<file path="config.mk">
export PLATFORM = sky130hd
export DESIGN_NAME = banked_reg_file_pc_flat
export DESIGN_NICKNAME = d
export VERILOG_FILES = /design/src/rtl/banked_reg_file_pc_if.sv /design/src/rtl/banked_reg_file_pc.sv /design/src/flat_wrapper.sv
export SDC_FILE = /design/constraint.sdc
export NUM_CORES = 1
export LEC_CHECK = 0
export BUFFER_PORTS_ARGS = -buffer_cell sky130_fd_sc_hd__buf_2
export CAP_MARGIN = 10
export CORE_MARGIN = 1.5
export CORE_UTILIZATION = 40
export CTS_BUF_LIST = sky130_fd_sc_hd__clkbuf_2
export CTS_CLUSTER_SIZE = 12
export DETAILED_ROUTE_END_ITERATION = 7
export GPL_TIMING_DRIVEN = 0
export PLACE_DENSITY = 0.63
export SLEW_MARGIN = 20
export SYNTH_ARGS = -nofsm -noshare
export SYNTH_HDL_FRONTEND = slang
export SYNTH_SLANG_ARGS = --single-unit
export TNS_END_PERCENT = 50
</file>
<file path="constraint.sdc">
create_clock -name clk -period 56.7 [get_ports clk]
set_clock_uncertainty 0.15 [all_clocks]
set_input_delay 11.34 -clock clk [delete_from_list [all_inputs] [get_ports clk]]
set_output_delay 11.34 -clock clk [all_outputs]
set_load 0.03 [all_outputs]
</file>
<file path="src/rtl/banked_reg_file_pc_if.sv">
// Bus bundle for banked_reg_file_pc: PC control, packed read ports, write
// port and the PC outputs. The master side drives control/addresses/data,
// the slave side (the register file) returns read data and the PC.
interface banked_reg_file_pc_if #(
    parameter int DATA_WIDTH     = 32,
    parameter int NUM_REGS       = 16,
    parameter int NUM_READ_PORTS = 3
);
    localparam int ADDR_WIDTH = $clog2(NUM_REGS);

    logic                                 pc_en;
    logic                                 pc_src;
    logic [DATA_WIDTH-1:0]                pc_target;
    logic [NUM_READ_PORTS*ADDR_WIDTH-1:0] ra;
    logic [NUM_READ_PORTS*DATA_WIDTH-1:0] rd;
    logic                                 we;
    logic [ADDR_WIDTH-1:0]                wa;
    logic [DATA_WIDTH-1:0]                wd;
    logic [DATA_WIDTH-1:0]                pc;
    logic [DATA_WIDTH-1:0]                pc_plus_step;

    modport master (
        output pc_en, pc_src, pc_target, ra, we, wa, wd,
        input  rd, pc, pc_plus_step
    );

    modport slave (
        input  pc_en, pc_src, pc_target, ra, we, wa, wd,
        output rd, pc, pc_plus_step
    );
endinterface

</file>
<file path="src/rtl/banked_reg_file_pc.sv">
// Register file with an integrated program counter. The top register index
// is an alias that reads PC+PC_OFFSET and cannot be written; the PC changes
// only through pc_en/pc_src/pc_target. Reads are combinational, with an
// optional same-cycle bypass of the write port.
module banked_reg_file_pc #(
    parameter int DATA_WIDTH     = 32,
    parameter int NUM_REGS       = 16,
    parameter int NUM_READ_PORTS = 3,
    parameter int PC_OFFSET      = 8,
    parameter int PC_STEP        = 4,
    parameter int RESET_PC       = 0,
    parameter int BYPASS         = 1
) (
    input logic                 clk,
    input logic                 reset,
    banked_reg_file_pc_if.slave bus
);
    localparam int ADDR_WIDTH = $clog2(NUM_REGS);
    localparam logic [ADDR_WIDTH-1:0] PC_IDX     = ADDR_WIDTH'(NUM_REGS - 1);
    localparam logic [DATA_WIDTH-1:0] STEP_VAL   = DATA_WIDTH'(PC_STEP);
    localparam logic [DATA_WIDTH-1:0] OFFSET_VAL = DATA_WIDTH'(PC_OFFSET);
    localparam logic [DATA_WIDTH-1:0] RESET_VAL  = DATA_WIDTH'(RESET_PC);

    // The top entry exists only to keep indexing in range; it is never
    // written and is always shadowed by the PC alias on reads.
    logic [DATA_WIDTH-1:0] regs [NUM_REGS];
    logic [DATA_WIDTH-1:0] pc_q;
    logic [DATA_WIDTH-1:0] pc_alias;
    logic                  write_hit;
    logic [ADDR_WIDTH-1:0] ra_arr [NUM_READ_PORTS];
    logic [DATA_WIDTH-1:0] rd_arr [NUM_READ_PORTS];

    assign write_hit        = bus.we && (bus.wa != PC_IDX);
    assign pc_alias         = pc_q + OFFSET_VAL;
    assign bus.pc           = pc_q;
    assign bus.pc_plus_step = pc_q + STEP_VAL;

    // General registers: cleared on reset, written whenever we is set,
    // independent of any PC stall; writes aimed at the alias are dropped.
    always_ff @(posedge clk or posedge reset) begin
        if (reset) begin
            for (int i = 0; i < NUM_REGS; i++) begin
                regs[i] <= '0;
            end
        end else if (write_hit) begin
            regs[bus.wa] <= bus.wd;
        end
    end

    // Program counter: hold on stall, otherwise redirect or step.
    always_ff @(posedge clk or posedge reset) begin
        if (reset) begin
            pc_q <= RESET_VAL;
        end else if (bus.pc_en) begin
            if (bus.pc_src) begin
                pc_q <= bus.pc_target;
            end else begin
                pc_q <= pc_q + STEP_VAL;
            end
        end
    end

    for (genvar p = 0; p < NUM_READ_PORTS; p++) begin : g_read
        assign ra_arr[p] = bus.ra[p*ADDR_WIDTH +: ADDR_WIDTH];

        // Read mux: PC alias first, then same-cycle bypass, then storage.
        always_comb begin
            rd_arr[p] = regs[ra_arr[p]];
            if (ra_arr[p] == PC_IDX) begin
                rd_arr[p] = pc_alias;
            end else if ((BYPASS != 0) && write_hit && (bus.wa == ra_arr[p])) begin
                rd_arr[p] = bus.wd;
            end
        end

        assign bus.rd[p*DATA_WIDTH +: DATA_WIDTH] = rd_arr[p];
    end

endmodule

</file>
<file path="src/flat_wrapper.sv">
// flat-port wrapper written by rule: the top's interface ports become plain ports
module banked_reg_file_pc_flat 
#(
    parameter int DATA_WIDTH     = 32,
    parameter int NUM_REGS       = 16,
    parameter int NUM_READ_PORTS = 3,
    parameter int PC_OFFSET      = 8,
    parameter int PC_STEP        = 4,
    parameter int RESET_PC       = 0,
    parameter int BYPASS         = 1
)
  (clk, reset, bus_pc_en, bus_pc_src, bus_pc_target, bus_ra, bus_we, bus_wa, bus_wd, bus_rd, bus_pc, bus_pc_plus_step);
  banked_reg_file_pc_if #(.DATA_WIDTH(DATA_WIDTH), .NUM_REGS(NUM_REGS), .NUM_READ_PORTS(NUM_READ_PORTS)) bus_i ();
  input logic clk;
  input logic reset;
  input wire logic [$bits(bus_i.pc_en)-1:0] bus_pc_en;
  input wire logic [$bits(bus_i.pc_src)-1:0] bus_pc_src;
  input wire logic [$bits(bus_i.pc_target)-1:0] bus_pc_target;
  input wire logic [$bits(bus_i.ra)-1:0] bus_ra;
  input wire logic [$bits(bus_i.we)-1:0] bus_we;
  input wire logic [$bits(bus_i.wa)-1:0] bus_wa;
  input wire logic [$bits(bus_i.wd)-1:0] bus_wd;
  output wire logic [$bits(bus_i.rd)-1:0] bus_rd;
  output wire logic [$bits(bus_i.pc)-1:0] bus_pc;
  output wire logic [$bits(bus_i.pc_plus_step)-1:0] bus_pc_plus_step;
  assign bus_i.pc_en = bus_pc_en;
  assign bus_i.pc_src = bus_pc_src;
  assign bus_i.pc_target = bus_pc_target;
  assign bus_i.ra = bus_ra;
  assign bus_i.we = bus_we;
  assign bus_i.wa = bus_wa;
  assign bus_i.wd = bus_wd;
  assign bus_rd = bus_i.rd;
  assign bus_pc = bus_i.pc;
  assign bus_pc_plus_step = bus_i.pc_plus_step;
  banked_reg_file_pc #(.DATA_WIDTH(DATA_WIDTH), .NUM_REGS(NUM_REGS), .NUM_READ_PORTS(NUM_READ_PORTS), .PC_OFFSET(PC_OFFSET), .PC_STEP(PC_STEP), .RESET_PC(RESET_PC), .BYPASS(BYPASS)) u_core (.clk(clk), .reset(reset), .bus(bus_i));
endmodule
</file>
# == Word level (Yosys, flattened, before mapping) ==
# Cells that the tools add are included.
# op_classes
magnitude_cmp,5
n_eq_ne,7
n_bitwise,4
mux,19
add_sub_neg,2
reduce_logical,5
# ops
operator,count
bitwise mux 512 bit,1
2-to-1 mux 32 bit,14
binary-select mux 32 bit (select 4 bit),3
demux 32 bit (select 4 bit),1
adder 32 x 3 -> 32 bit (second input constant),1
adder 32 x 4 -> 32 bit (second input constant),1
greater-or-equal comparator 5 bit (second input constant),4
NOT 4 -> 5 bit,4
equality test 4 bit,3
equality test 4 bit (second input constant),3
logical AND 1 bit,5
less-than comparator 5 x 1 -> 1 bit (second input constant),1
!= test 4 bit (second input constant),1
# totals
input_bits,85
reg_bits,544

# == Depth between registers and ports, before layout ==
# depth
word_depth,6
ltp_mapped,9
ltp_nobuf,6

# == Worst setup path before layout ==
# No wires, ideal clock.
# synth_timing
kind,input -> output
startpoint,in bus_ra[3]
endpoint,out bus_rd[10]
path_stages,9
arrival_ns,13.437
t_required_ns,45.210
setup_slack_ns,31.773
path_cell_list,clkbuf_1 -> xnor2_1 -> nand4_1 -> or2_0 -> clkbuf_1 -> and2_1 -> clkbuf_1 -> buf_2 -> a221oi_1
# synth_between
elab_chain_cells,6
# synth_rtl
item,line,rtl
"start, declared",flat_wrapper.sv:19,input wire logic [$bits(bus_i.ra)-1:0] bus_ra;
NOT 4 -> 5 bit (implied by the code),banked_reg_file_pc.sv:68,rd_arr[p] = regs[ra_arr[p]];
binary-select mux 32 bit (select 4 bit),banked_reg_file_pc.sv:68,
2-to-1 mux 32 bit (implied by the code) (2 in a row),banked_reg_file_pc.sv:68,
2-to-1 mux 32 bit,banked_reg_file_pc.sv:71,end else if ((BYPASS != 0) && write_hit && (bus.wa == ra_arr[p])) begin
2-to-1 mux 32 bit *,banked_reg_file_pc.sv:69,if (ra_arr[p] == PC_IDX) begin
"end, declared",flat_wrapper.sv:23,output wire logic [$bits(bus_i.rd)-1:0] bus_rd;
# Every way passes the cells marked *; elsewhere a longest branch is shown, timed or not. The select of a mux whose other input is x is not followed.

# == Worst setup path after layout ==
# layout_timing
startpoint,in bus_ra[6]
endpoint,out bus_rd[40]
# The elaborated chain is that of the path after synthesis.

==> results.md <==
- Status: finished, final reports clean
- Initial antenna violation count: 11
- RSZ-0062 raised after global routing: false
- Switching power: 512.9 uW
- Yosys warning total: 0
- Vias: 29447
- Worst-skew pair later-pin latency: 1.46 ns
- Critical Path Source Type: input port
- CP Launch Point: bus_ra[6]
- Final setup vio count: 0
- Post_cts resized: 0
- Post-route insts no fill: 4167
- Internal power: 803.2 uW
- Final ANT Viol Nets: 0
- Reg power frac: 0.425
- Maxcap violations: 0
- FP Rows: 107
- I/O pin cnt: 245
- CTS Buffer Depth: 3
- CTS root buf: clkbuf_2
- Post-synthesis cell type count: 68
- Htree depth: 4
- Fin Setup TNS: 0 ns
- IO Port Bufs: 223
- Filler instances: 7762
- Synth Instances: 2527
- Placed Cells incl. Taps: 3900
- Worst VDD drop: 0.01702 mV
- Routability cong.: 1.038
- Final Hold Viols: 0
- Final period util: 0.4823
- Router iterations before antenna repair: 7
- Largest net degree at the start of global routing: 109
- CP Class: input port to output pin
- Area grow syn2layout: 11.98%
- Mapped Avg Cell Area: 13.59 um2
- Syn Nets: 2614
- CORE AREA: 85150 um2
- Worst Max-Slew Pin Slew: 1.420 ns
- 1st-iter DRT viols: 4185
- Clock power frac: 0.226
- Pins over their slew limit: 0
- Total CTS buffers: 150
- Die area: 87640 um2
- DP Area: 37090 um2
- Netlist Area Pre-Place: 34350 um2
- DP Wirelength: 107800 um
- TritonCTS clock tree: done
- DRC viols: 0
- Die Wd: 296.0 um
- Crit path DAT: 15.86 ns
- Via density per instance: 7.067
- Ratio of cells with drive above 1 in the final layout: 0.4856
- Worst setup EP type: output pin
- Die Ht: 296.0 um
- Synth Flop Type: dfrtp_1
- Sink Count: 544
- Leak Pwr: 0.01568 uW
- WL final: 156900 um
- Post-Layout Inst Area: 38470 um2
- Post-synth EDFFs: 0
- Max Freq: 36.57 MHz
- Switching Share: 0.3897
- Hold_buf cts: 0
- GR Overflow Total: 0
- Initial Util: 0.4034
- Average wire per standard cell: 37.65 um
- Vias in the first global route: 29295
- GRT Overall Usage: 0.3561
- Reg clk slew, reported paths: 0.08 ns
- Tot Pwr: 1316 uW
- Combinational Power Share: 0.349
- Asr flop ratio synth: 1.000
- Nets: 2996
- Flops & latches, synth: 544
- Period minus WS final: 27.35 ns
- First-pass GRT wire length: 217000 um
- Crit Path Max Fanout: 10
- Pwr per Cell Area: 34.22 nW/um2
- Worst R2R Start: u_core.bus.pc[3]
- CP Data Required Time: 45.21 ns
- Seq/Total Area, Yosys: 0.3963
- Setup Buffers After CTS: 0
- Relative slew slack: 0.05363
- Worst min path class: register to register
- Hold path startpoint: u_core.regs[31]
## kinds of logic (layout without fill, tap and decap cells)
family	after synthesis	in the layout	share of synthesized area
buffers and inverters	335	821	0.04207
adders and majority gates	2	2	0.0007284
other	0	10	0
xor gates and xnor gates	67	67	0.01708
DFF	544	544	0.3963
muxes	872	872	0.4112
AOI/OAI and AO/OA	408	408	0.08804
and+or+nand+nor	299	299	0.04459
## cell usage after synthesis (all sizes together), types with 23 or more instances
cell type	n	share of area
o22ai	58	0.011
nand3	29	0.0042
xnor2	41	0.010
nand2	46	0.0050
xor2	26	0.0066
dfrtp	544	0.40
mux4	383	0.25
buf	149	0.022
a21oi	40	0.0058
mux2	482	0.16
nor2	109	0.012
a22oi	107	0.023
a221oi	58	0.015
clkbuf	178	0.020
nand4	25	0.0050
o21ai	28	0.0042
o22a	23	0.0059
## power by group through the flow
stage	Clock [uW]	Combinational [uW]	Sequential [uW]
6_report	297	459	560
5_1_grt	318	474	569
4_1_cts	297	449	553
3_5_place_dp	0	447	561
3_3_place_gp	0	439	550
2_1_floorplan	0	323	536
## metal layers
layer | wire length [um] | part of all wire | global-route usage | up-vias
li1 | - | - | - | 10926
met1 | 54560 | 0.35 | 0.4315 | 15043
met2 | 66820 | 0.43 | 0.5059 | 2701
met3 | 22170 | 0.14 | 0.1523 | 771
met4 | 13290 | 0.085 | 0.2588 | 6
met5 | 34 | 0.00022 | 0 | -
## path summary, 6_finish.rpt
| kind | to | slack (ns) | cells past startpoint |
|---|---|---|---|
| worst max-delay path | bus_rd[40] | 29.35 | 9 |
| worst min-delay path | u_core.regs[31] | 0.35 | 1 |
| worst max register to register | u_core.bus.pc[27] | 53.33 | 6 |
| worst min register to register | u_core.regs[31] | 0.35 | 1 |
| max in group asynchronous | u_core.bus.pc[2] | 44.73 | 6 |
| min in group asynchronous | u_core.regs[198] | 9.79 | 2 |
## cell type report
class	instances	area, um2	area share
clock buffer	204	1021	0.02654
inverter	8	37.54	0.0009758
clock inverter	52	299.0	0.007774
antenna	10	25.02	0.0006506
multi-input combinational	1648	19300	0.5017
timing repair buffer	230	1292	0.03360
buffer	327	1446	0.03760
tap	1144	1431	0.03721
sequential	544	13610	0.3539
## stage by stage
| stage | worst slack [ns] | util | hold slack, ns |
|---|---|---|---|
| 2_1_floorplan | 30.00 | - | 0.3064 |
| 3_3_place_gp | 24.39 | 0.4333 | 0.3183 |
| 3_5_place_dp | 30.02 | 0.4356 | 0.3363 |
| 4_1_cts | 30.02 | 0.4511 | 0.3540 |
| 5_1_grt | 29.70 | 0.4517 | 0.3843 |
| 6_report | 29.35 | 0.4518 | 0.3528 |
## layout by cell type (no fill, tap or decap), types with 16 or more instances in the layout
| cell type | Yosys | routed |
|---|---|---|
| nand2_1 | 46 | 46 |
| nand3_1 | 29 | 29 |
| clkbuf_2 | 1 | 228 |
| clkbuf_1 | 176 | 158 |
| o22ai_1 | 58 | 58 |
| xnor2_1 | 41 | 41 |
| o22a_1 | 23 | 23 |
| nand4_1 | 24 | 24 |
| a221oi_1 | 57 | 57 |
| and3_1 | 16 | 16 |
| nor2_1 | 109 | 108 |
| a21oi_1 | 40 | 40 |
| o221ai_1 | 22 | 22 |
| clkinv_1 | 1 | 34 |
| mux4_2 | 383 | 383 |
| buf_1 | 46 | 39 |
| o21ai_0 | 25 | 25 |
| a22oi_1 | 107 | 107 |
| xor2_1 | 26 | 26 |
| buf_4 | 19 | 19 |
| buf_2 | 83 | 308 |
| mux2_2 | 476 | 476 |
| dfrtp_1 | 544 | 544 |
## state kept, by name, indices dropped and copies added (netlist names)
name and count:
u_core.regs 512, u_core.bus.pc 32
## worst max-delay path, stage by stage
cell and delay, ns:
buf_2 0.29, and2_1 0.18, clkbuf_1 0.58, nand3_1 0.92
o21ai_2 0.80, buf_4 0.43, a21oi_1 0.10, a221oi_1 0.84
buf_2 0.34
(Power assumes the default switching activity.)
